## config.mk

```make
export PLATFORM = sky130hd
export DESIGN_NAME = memory_stage_flat
export DESIGN_NICKNAME = d
export VERILOG_FILES = /design/src/rtl/memory_stage_pkg.sv /design/src/rtl/memory_stage_if.sv /design/src/rtl/memory_stage_sp_counter.sv /design/src/rtl/memory_stage.sv /design/src/flat_wrapper.sv
export SDC_FILE = /design/constraint.sdc
export NUM_CORES = 1
export LEC_CHECK = 0
export CORE_ASPECT_RATIO = 0.8
export CORE_UTILIZATION = 30
export DETAILED_ROUTE_END_ITERATION = 12
export GPL_TIMING_DRIVEN = 0
export PLACE_DENSITY = 0.63
export SLEW_MARGIN = 0
export SYNTH_ARGS = -nofsm -noshare
export SYNTH_HDL_FRONTEND = slang
export SYNTH_HIERARCHICAL = 1
export SYNTH_SLANG_ARGS = --single-unit
```

## constraint.sdc

```tcl
create_clock -name clk -period 16.47 [get_ports clk]
set_clock_uncertainty 0.05 [all_clocks]
set_input_delay 3.294 -clock clk [delete_from_list [all_inputs] [get_ports clk]]
set_output_delay 3.294 -clock clk [all_outputs]
set_load 0.005 [all_outputs]
```

## src/rtl/memory_stage_pkg.sv

```systemverilog
// memory_stage_pkg
// Shared definitions for the memory-access stage: operation codes (also used
// by execute and write-back), stack-sequencer state encoding and the default
// stack pointer reset value.
package memory_stage_pkg;

    localparam logic [31:0] SP_INIT_DEFAULT = 32'h0000_07FF;

    typedef enum logic [3:0] {
        OP_NONE  = 4'd0,
        OP_LOAD  = 4'd1,
        OP_STORE = 4'd2,
        OP_PUSH  = 4'd3,
        OP_POP   = 4'd4,
        OP_CALL  = 4'd5,
        OP_RET   = 4'd6,
        OP_INT   = 4'd7,
        OP_RTI   = 4'd8
    } op_kind_e;

    typedef enum logic [2:0] {
        S_IDLE  = 3'd0,
        S_CALL2 = 3'd1,
        S_RET2  = 3'd2,
        S_INT2  = 3'd3,
        S_INT3  = 3'd4,
        S_RTI2  = 3'd5,
        S_RTI3  = 3'd6
    } state_e;

endpackage

```

## src/rtl/memory_stage_if.sv

```systemverilog
// memory_stage_if
// Data-memory port between the memory stage (master) and the data memory
// (slave). Read data is combinational on addr; writes land on the clock edge.
//   addr  : word address
//   re/we : read / write strobes
//   wdata : write data
//   rdata : read data returned by the memory
interface memory_stage_if;
    logic [15:0] addr;
    logic        re;
    logic        we;
    logic [15:0] wdata;
    logic [15:0] rdata;

    modport master (output addr, re, we, wdata, input rdata);
    modport slave  (input addr, re, we, wdata, output rdata);
endinterface

```

## src/rtl/memory_stage_sp_counter.sv

```systemverilog
// sp_counter
// 32-bit stack pointer register. Resets to SP_INIT; dec has priority over inc
// (the sequencer never asserts both). Arithmetic wraps modulo 2^32.
//   clk, reset : clock, synchronous active-high reset
//   dec, inc   : decrement / increment by one at the clock edge
//   sp         : current stack pointer
module sp_counter #(
    parameter logic [31:0] SP_INIT = 32'h0000_07FF
) (
    input  logic        clk,
    input  logic        reset,
    input  logic        dec,
    input  logic        inc,
    output logic [31:0] sp
);

    logic [31:0] sp_q;
    logic [31:0] sp_d;

    always_comb begin
        sp_d = sp_q;
        if (dec) begin
            sp_d = sp_q - 32'd1;
        end else if (inc) begin
            sp_d = sp_q + 32'd1;
        end
    end

    always_ff @(posedge clk) begin
        if (reset) begin
            sp_q <= SP_INIT;
        end else begin
            sp_q <= sp_d;
        end
    end

    assign sp = sp_q;

endmodule

```

## src/rtl/memory_stage.sv

```systemverilog
// memory_stage
// Memory-access stage: performs LOAD/STORE/PUSH/POP in one cycle and
// sequences CALL/RET (2 cycles) and INT/RTI (3 cycles) on the stack.
//   clk, reset          : clock, synchronous active-high reset
//   op_valid, op_kind   : operation from the execute/memory buffer
//   alu_result          : LOAD/STORE address
//   store_data          : STORE/PUSH data
//   pc_in, ccr_in       : return PC and flags saved by CALL/INT
//   dmem                : data-memory port (master)
//   stall               : hold upstream while a sequence is in progress
//   load_valid/load_data: LOAD/POP result for write-back
//   pc_load/pc_out      : restored PC for fetch (RET/RTI)
//   ccr_load/ccr_out    : restored flags (RTI)
//   sp                  : current stack pointer
//
// state | meaning
// IDLE  | accepting ops; first cycle of every sequence runs here
// CALL2 | push pc high
// RET2  | pop pc low, load pc
// INT2  | push pc low
// INT3  | push pc high
// RTI2  | pop pc low
// RTI3  | pop ccr, load pc and flags
module memory_stage
    import memory_stage_pkg::*;
#(
    parameter logic [31:0] SP_INIT = SP_INIT_DEFAULT
) (
    input  logic                  clk,
    input  logic                  reset,
    input  logic                  op_valid,
    input  logic [3:0]            op_kind,
    input  logic [15:0]           alu_result,
    input  logic [15:0]           store_data,
    input  logic [31:0]           pc_in,
    input  logic [3:0]            ccr_in,
    memory_stage_if.master        dmem,
    output logic                  stall,
    output logic                  load_valid,
    output logic [15:0]           load_data,
    output logic                  pc_load,
    output logic [31:0]           pc_out,
    output logic                  ccr_load,
    output logic [3:0]            ccr_out,
    output logic [31:0]           sp
);

    state_e      state_q, state_d;
    logic [15:0] hi_q, hi_d;
    logic [15:0] lo_q, lo_d;
    logic [31:0] pc_q, pc_d;

    logic        sp_dec, sp_inc;
    logic [15:0] push_addr, pop_addr;
    logic [15:0] mem_addr, mem_wdata;
    logic        mem_re, mem_we;

    sp_counter #(.SP_INIT(SP_INIT)) u_sp (
        .clk   (clk),
        .reset (reset),
        .dec   (sp_dec),
        .inc   (sp_inc),
        .sp    (sp)
    );

    assign push_addr = sp[15:0];
    assign pop_addr  = sp[15:0] + 16'd1;

    always_comb begin
        state_d    = state_q;
        hi_d       = hi_q;
        lo_d       = lo_q;
        pc_d       = pc_q;
        sp_dec     = 1'b0;
        sp_inc     = 1'b0;
        mem_addr   = 16'h0000;
        mem_wdata  = 16'h0000;
        mem_re     = 1'b0;
        mem_we     = 1'b0;
        stall      = 1'b0;
        load_valid = 1'b0;
        pc_load    = 1'b0;
        pc_out     = 32'h0000_0000;
        ccr_load   = 1'b0;
        ccr_out    = 4'h0;

        // Gating everything on reset keeps strobes quiet and aborts any
        // sequence in progress without a final write or pc/ccr load.
        if (!reset) begin
            case (state_q)
                S_IDLE: begin
                    if (op_valid) begin
                        case (op_kind)
                            OP_LOAD: begin
                                mem_re     = 1'b1;
                                mem_addr   = alu_result;
                                load_valid = 1'b1;
                            end
                            OP_STORE: begin
                                mem_we    = 1'b1;
                                mem_addr  = alu_result;
                                mem_wdata = store_data;
                            end
                            OP_PUSH: begin
                                mem_we    = 1'b1;
                                mem_addr  = push_addr;
                                mem_wdata = store_data;
                                sp_dec    = 1'b1;
                            end
                            OP_POP: begin
                                mem_re     = 1'b1;
                                mem_addr   = pop_addr;
                                load_valid = 1'b1;
                                sp_inc     = 1'b1;
                            end
                            OP_CALL: begin
                                mem_we    = 1'b1;
                                mem_addr  = push_addr;
                                mem_wdata = pc_in[15:0];
                                sp_dec    = 1'b1;
                                pc_d      = pc_in;
                                stall     = 1'b1;
                                state_d   = S_CALL2;
                            end
                            OP_RET: begin
                                mem_re   = 1'b1;
                                mem_addr = pop_addr;
                                sp_inc   = 1'b1;
                                hi_d     = dmem.rdata;
                                stall    = 1'b1;
                                state_d  = S_RET2;
                            end
                            OP_INT: begin
                                mem_we    = 1'b1;
                                mem_addr  = push_addr;
                                mem_wdata = {12'h000, ccr_in};
                                sp_dec    = 1'b1;
                                pc_d      = pc_in;
                                stall     = 1'b1;
                                state_d   = S_INT2;
                            end
                            OP_RTI: begin
                                mem_re   = 1'b1;
                                mem_addr = pop_addr;
                                sp_inc   = 1'b1;
                                hi_d     = dmem.rdata;
                                stall    = 1'b1;
                                state_d  = S_RTI2;
                            end
                            default: ;
                        endcase
                    end
                end
                S_CALL2: begin
                    mem_we    = 1'b1;
                    mem_addr  = push_addr;
                    mem_wdata = pc_q[31:16];
                    sp_dec    = 1'b1;
                    state_d   = S_IDLE;
                end
                S_RET2: begin
                    mem_re   = 1'b1;
                    mem_addr = pop_addr;
                    sp_inc   = 1'b1;
                    pc_load  = 1'b1;
                    pc_out   = {hi_q, dmem.rdata};
                    state_d  = S_IDLE;
                end
                S_INT2: begin
                    mem_we    = 1'b1;
                    mem_addr  = push_addr;
                    mem_wdata = pc_q[15:0];
                    sp_dec    = 1'b1;
                    stall     = 1'b1;
                    state_d   = S_INT3;
                end
                S_INT3: begin
                    mem_we    = 1'b1;
                    mem_addr  = push_addr;
                    mem_wdata = pc_q[31:16];
                    sp_dec    = 1'b1;
                    state_d   = S_IDLE;
                end
                S_RTI2: begin
                    mem_re   = 1'b1;
                    mem_addr = pop_addr;
                    sp_inc   = 1'b1;
                    lo_d     = dmem.rdata;
                    stall    = 1'b1;
                    state_d  = S_RTI3;
                end
                S_RTI3: begin
                    mem_re   = 1'b1;
                    mem_addr = pop_addr;
                    sp_inc   = 1'b1;
                    pc_load  = 1'b1;
                    pc_out   = {hi_q, lo_q};
                    ccr_load = 1'b1;
                    ccr_out  = dmem.rdata[3:0];
                    state_d  = S_IDLE;
                end
                default: state_d = S_IDLE;
            endcase
        end
    end

    always_ff @(posedge clk) begin
        if (reset) begin
            state_q <= S_IDLE;
            hi_q    <= 16'h0000;
            lo_q    <= 16'h0000;
            pc_q    <= 32'h0000_0000;
        end else begin
            state_q <= state_d;
            hi_q    <= hi_d;
            lo_q    <= lo_d;
            pc_q    <= pc_d;
        end
    end

    assign dmem.addr  = mem_addr;
    assign dmem.re    = mem_re;
    assign dmem.we    = mem_we;
    assign dmem.wdata = mem_wdata;
    assign load_data  = dmem.rdata;

endmodule

```

## src/flat_wrapper.sv

```systemverilog
// flat-port wrapper written by rule: the top's interface ports become plain ports
module memory_stage_flat import memory_stage_pkg::*;
#(
    parameter logic [31:0] SP_INIT = SP_INIT_DEFAULT
)
  (clk, reset, op_valid, op_kind, alu_result, store_data, pc_in, ccr_in, stall, load_valid, load_data, pc_load, pc_out, ccr_load, ccr_out, sp, dmem_addr, dmem_re, dmem_we, dmem_wdata, dmem_rdata);
  memory_stage_if dmem_i ();
  input  logic clk;
  input  logic reset;
  input  logic op_valid;
  input  logic [3:0] op_kind;
  input  logic [15:0] alu_result;
  input  logic [15:0] store_data;
  input  logic [31:0] pc_in;
  input  logic [3:0] ccr_in;
  output logic stall;
  output logic load_valid;
  output logic [15:0] load_data;
  output logic pc_load;
  output logic [31:0] pc_out;
  output logic ccr_load;
  output logic [3:0] ccr_out;
  output logic [31:0] sp;
  output wire logic [$bits(dmem_i.addr)-1:0] dmem_addr;
  output wire logic [$bits(dmem_i.re)-1:0] dmem_re;
  output wire logic [$bits(dmem_i.we)-1:0] dmem_we;
  output wire logic [$bits(dmem_i.wdata)-1:0] dmem_wdata;
  input wire logic [$bits(dmem_i.rdata)-1:0] dmem_rdata;
  assign dmem_addr = dmem_i.addr;
  assign dmem_re = dmem_i.re;
  assign dmem_we = dmem_i.we;
  assign dmem_wdata = dmem_i.wdata;
  assign dmem_i.rdata = dmem_rdata;
  memory_stage #(.SP_INIT(SP_INIT)) u_core (.clk(clk), .reset(reset), .op_valid(op_valid), .op_kind(op_kind), .alu_result(alu_result), .store_data(store_data), .pc_in(pc_in), .ccr_in(ccr_in), .dmem(dmem_i), .stall(stall), .load_valid(load_valid), .load_data(load_data), .pc_load(pc_load), .pc_out(pc_out), .ccr_load(ccr_load), .ccr_out(ccr_out), .sp(sp));
endmodule
```

==> out/results.ini, run 1 <==
[global_route]
grt_usage = 0.205
grt_pass1_vias = 7138
overflow = 0
grt_start_max_net_pins = 37
grt_first_pass_wirelength_um = 39900
antenna_found_initial = 1

[worst_setup_path]
cp.required_ns = 13.13
cp-start-kind = input port
crit_fanout = 10
critPathMostFrequentCell = clkdlybuf4s50_1
cpPeakStageDelay_ns = 0.59
crit_arrival_ns = 6.13
path_class = input port to output pin
end_kind = output pin
r2r_slack_ns = 11.34
crit_chain = clkdlybuf4s50_1 > buf_4 > xnor2_1 > nor3_2 > clkbuf_1 > a221oi_1 > o32ai_1 > clkdlybuf4s50_1
slowest_stage = clkdlybuf4s50_1

[drt]
viasPerCell = 5.26
first_iter_violations = 769
drt-total-wl_um = 25800
dr.pass1.iters = 8
wl_per_cell_um = 17.1
ant_nets = 0
drc = 0
route.vias.total = 7935

[logic_synthesis]
synth-edff-count = 0
synth_area_mm2 = 0.00716
yosysSeqAreaShare = 0.277
syn_inst = 969
synth_flop_cell = dfxtp_1
async_flop_share = 0
syn_area_per_cell_um2 = 7.39
synth_fp_nets = 1092
synth_warnings = 6
ys_ff_latch = 99
ys_types = 79

[timing]
fin_ws_ns = 7.00
slew_viol_final = 0
fmax_ghz = 0.106
fin_crit_ns = 9.47
relSlewSlack = 0.478
final.setup.tns_ns = 0
finalHoldViolCount = 0
rsz0062_at_grt = false
worst_pin_slew_ns = 0.783
period_share = 0.575
finalSetupViolCount = 0

[power]
p_int_mw = 0.441
p_per_area_mw_per_mm2 = 65.6
p_clk_frac = 0.331
p_seq_frac = 0.391
switching_power_mw = 0.213
ir_worst_vdd_mv = 0.0406
switching_share = 0.326
p_leak_nw = 3.72
p_comb_frac = 0.278

[worst_hold_path]
hold_class = register to register

[layout]
final_cell_mix = clkdlybuf4s50_1 (211), nand2_1 (187), a21oi_1 (118), dfxtp_1 (99), nor2_1 (83)
final_nets = 1314
drive_above_1_share = 0.0585
syn2layout_area_growth_pct = 39.2
mostFrequentLayoutCell = clkdlybuf4s50_1

[floorplan]
die_area_mm2 = 0.0245
dieHeight_um = 140
rows = 50
ioPinCount = 213
die_x_um = 175
start_util = 0.306
coreArea_mm2 = 0.0234

[clocking]
ctsResizeCount = 0
htreeDepth = 3
insertion_delay_ns = 0.36
cts_sinks = 99
clock_path_buffers = 2
post_cts_buffers = 0
cts_buffers = 9
clk_pin_slew_ns = 0.08
cts_tree = done
root_buffer = clkbuf_16
hold_buffers = 0

[placement]
io_buffers = 211
gp_congestion = 0.927
place_ws_ns = 7.04
hpwl_um = 19800

[job]
cap_viol_max_count = 0

[status]
status = finished clean

==> registers in the layout, indices dropped and copies added, names as in the netlist <==
register        flops
u_core/lo_q        16
u_core/u_sp/sp     32
u_core/hi_q        16
u_core/pc_q        32
u_core/state_q      3
==> cell type report <==
type                       count  area [um^2]
antenna                        1         2.50
buffer                        82          400
clock buffer                   9          225
clock inverter                 7         73.8
fill                        2422        13400
inverter                      11         41.3
multi-input combinational    777         4740
sequential                    99         1980
tap                          312          390
timing repair buffer         211         2110
==> layer usage <==
metal / part of all wire / track usage
met1: 0.49 / 0.304
met2: 0.43 / 0.300
met3: 0.065 / 0.0383
met4: 0.011 / 0.0499
met5: 0 / 0
==> cells by family after synthesis <==
| kind of cell | count (synthesis) | synth area share |
|---|---|---|
| xor gates and xnor gates | 33 | 0.0404 |
| adders and majority gates | 32 | 0.0570 |
| AOI/OAI and AO/OA | 292 | 0.274 |
| DFF | 99 | 0.277 |
| muxes | 21 | 0.0295 |
| buffers and inverters | 93 | 0.0617 |
| and+or+nand+nor | 399 | 0.260 |
==> metrics by stage <==
| step | util | cells | power (mW) | instance area (um^2) | hold slack [ns] |
|---|---|---|---|---|---|
| 2_1_floorplan | - | 969 | 0.364 | 7160 | 0.382 |
| 3_3_place_gp | 0.413 | 1492 | 0.438 | 9660 | 0.388 |
| 3_5_place_dp | 0.413 | 1492 | 0.439 | 9660 | 0.393 |
| 4_1_cts | 0.426 | 1508 | 0.658 | 9960 | 0.405 |
| 5_1_grt | 0.426 | 1509 | 0.689 | 9970 | 0.419 |
| 6_report | 0.426 | 1509 | 0.654 | 9970 | 0.401 |
==> power groups by stage <==
stage / combinational (mW) / clock (mW) / sequential (mW)
2_1_floorplan: 0.106 / 0 / 0.258
3_3_place_gp: 0.177 / 0 / 0.261
3_5_place_dp: 0.178 / 0 / 0.261
4_1_cts: 0.179 / 0.223 / 0.256
5_1_grt: 0.198 / 0.234 / 0.257
6_report: 0.182 / 0.217 / 0.256
==> worst paths after layout <==
check                                      start                               to  depth (start not counted)
setup reg to reg  u_core/state_q[2]$_SDFFE_PP0P_  u_core/u_sp/sp[29]$_SDFFE_PP0P_                         15
hold / removal       u_core/hi_q[2]$_SDFFE_PP0P_      u_core/hi_q[2]$_SDFFE_PP0P_                          2
hold reg to reg      u_core/hi_q[2]$_SDFFE_PP0P_      u_core/hi_q[2]$_SDFFE_PP0P_                          2
setup / recovery                      op_kind[0]                     dmem_addr[8]                          8
==> cells in the mapped netlist (11+ instances only) <==
library cell  instances  share of area
a21o_1               18          0.019
a21oi_1             118          0.082
a221oi_1             12          0.015
a222oi_1             17          0.024
a22o_1               12          0.015
and2_1               24          0.021
and3_1               13          0.011
buf_2                11         0.0077
buf_4                19          0.020
clkbuf_1             47          0.025
dfxtp_1              99           0.28
ha_1                 31          0.054
mux2i_1              20          0.028
nand2_1             187          0.098
nand3_1              21          0.015
nor2_1               83          0.044
o21ai_0              27          0.019
xnor2_1              20          0.024
xor2_1               13          0.016
==> critical path: cells and delay by family <==
family | cells | cell delay (ns)
simple gates | 1 | 0.37
compound gates | 2 | 0.64
buf+inv | 4 | 1.72
xor+xnor | 1 | 0.10
Power figures use the tool's default switching activity.
==> inputs of run 2 (changes only) <==
==> constraint.sdc (replaced) <==
create_clock -name clk -period 9.04 [get_ports clk]
set_clock_uncertainty 0.05 [all_clocks]
set_input_delay 1.808 -clock clk [delete_from_list [all_inputs] [get_ports clk]]
set_output_delay 1.808 -clock clk [all_outputs]
set_load 0.005 [all_outputs]
==> results of run 2 <==
Same layout as run 1 (identical final DEF). Status: finished clean.
Among the figures that moved: setup slack after placement 7.04 ns -> 1.45 ns; setup slack after layout 7.00 ns -> 2.10 ns; start point of the critical path op_kind[0] -> op_kind[1]; end point of the critical path dmem_addr[8] -> u_core/u_sp/sp[29]$_SDFFE_PP0P_; register-to-register setup slack 11.34 ns -> 3.91 ns; total power 0.654 mW -> 1.19 mW; worst IR drop on VDD 0.0406 mV -> 0.0740 mV
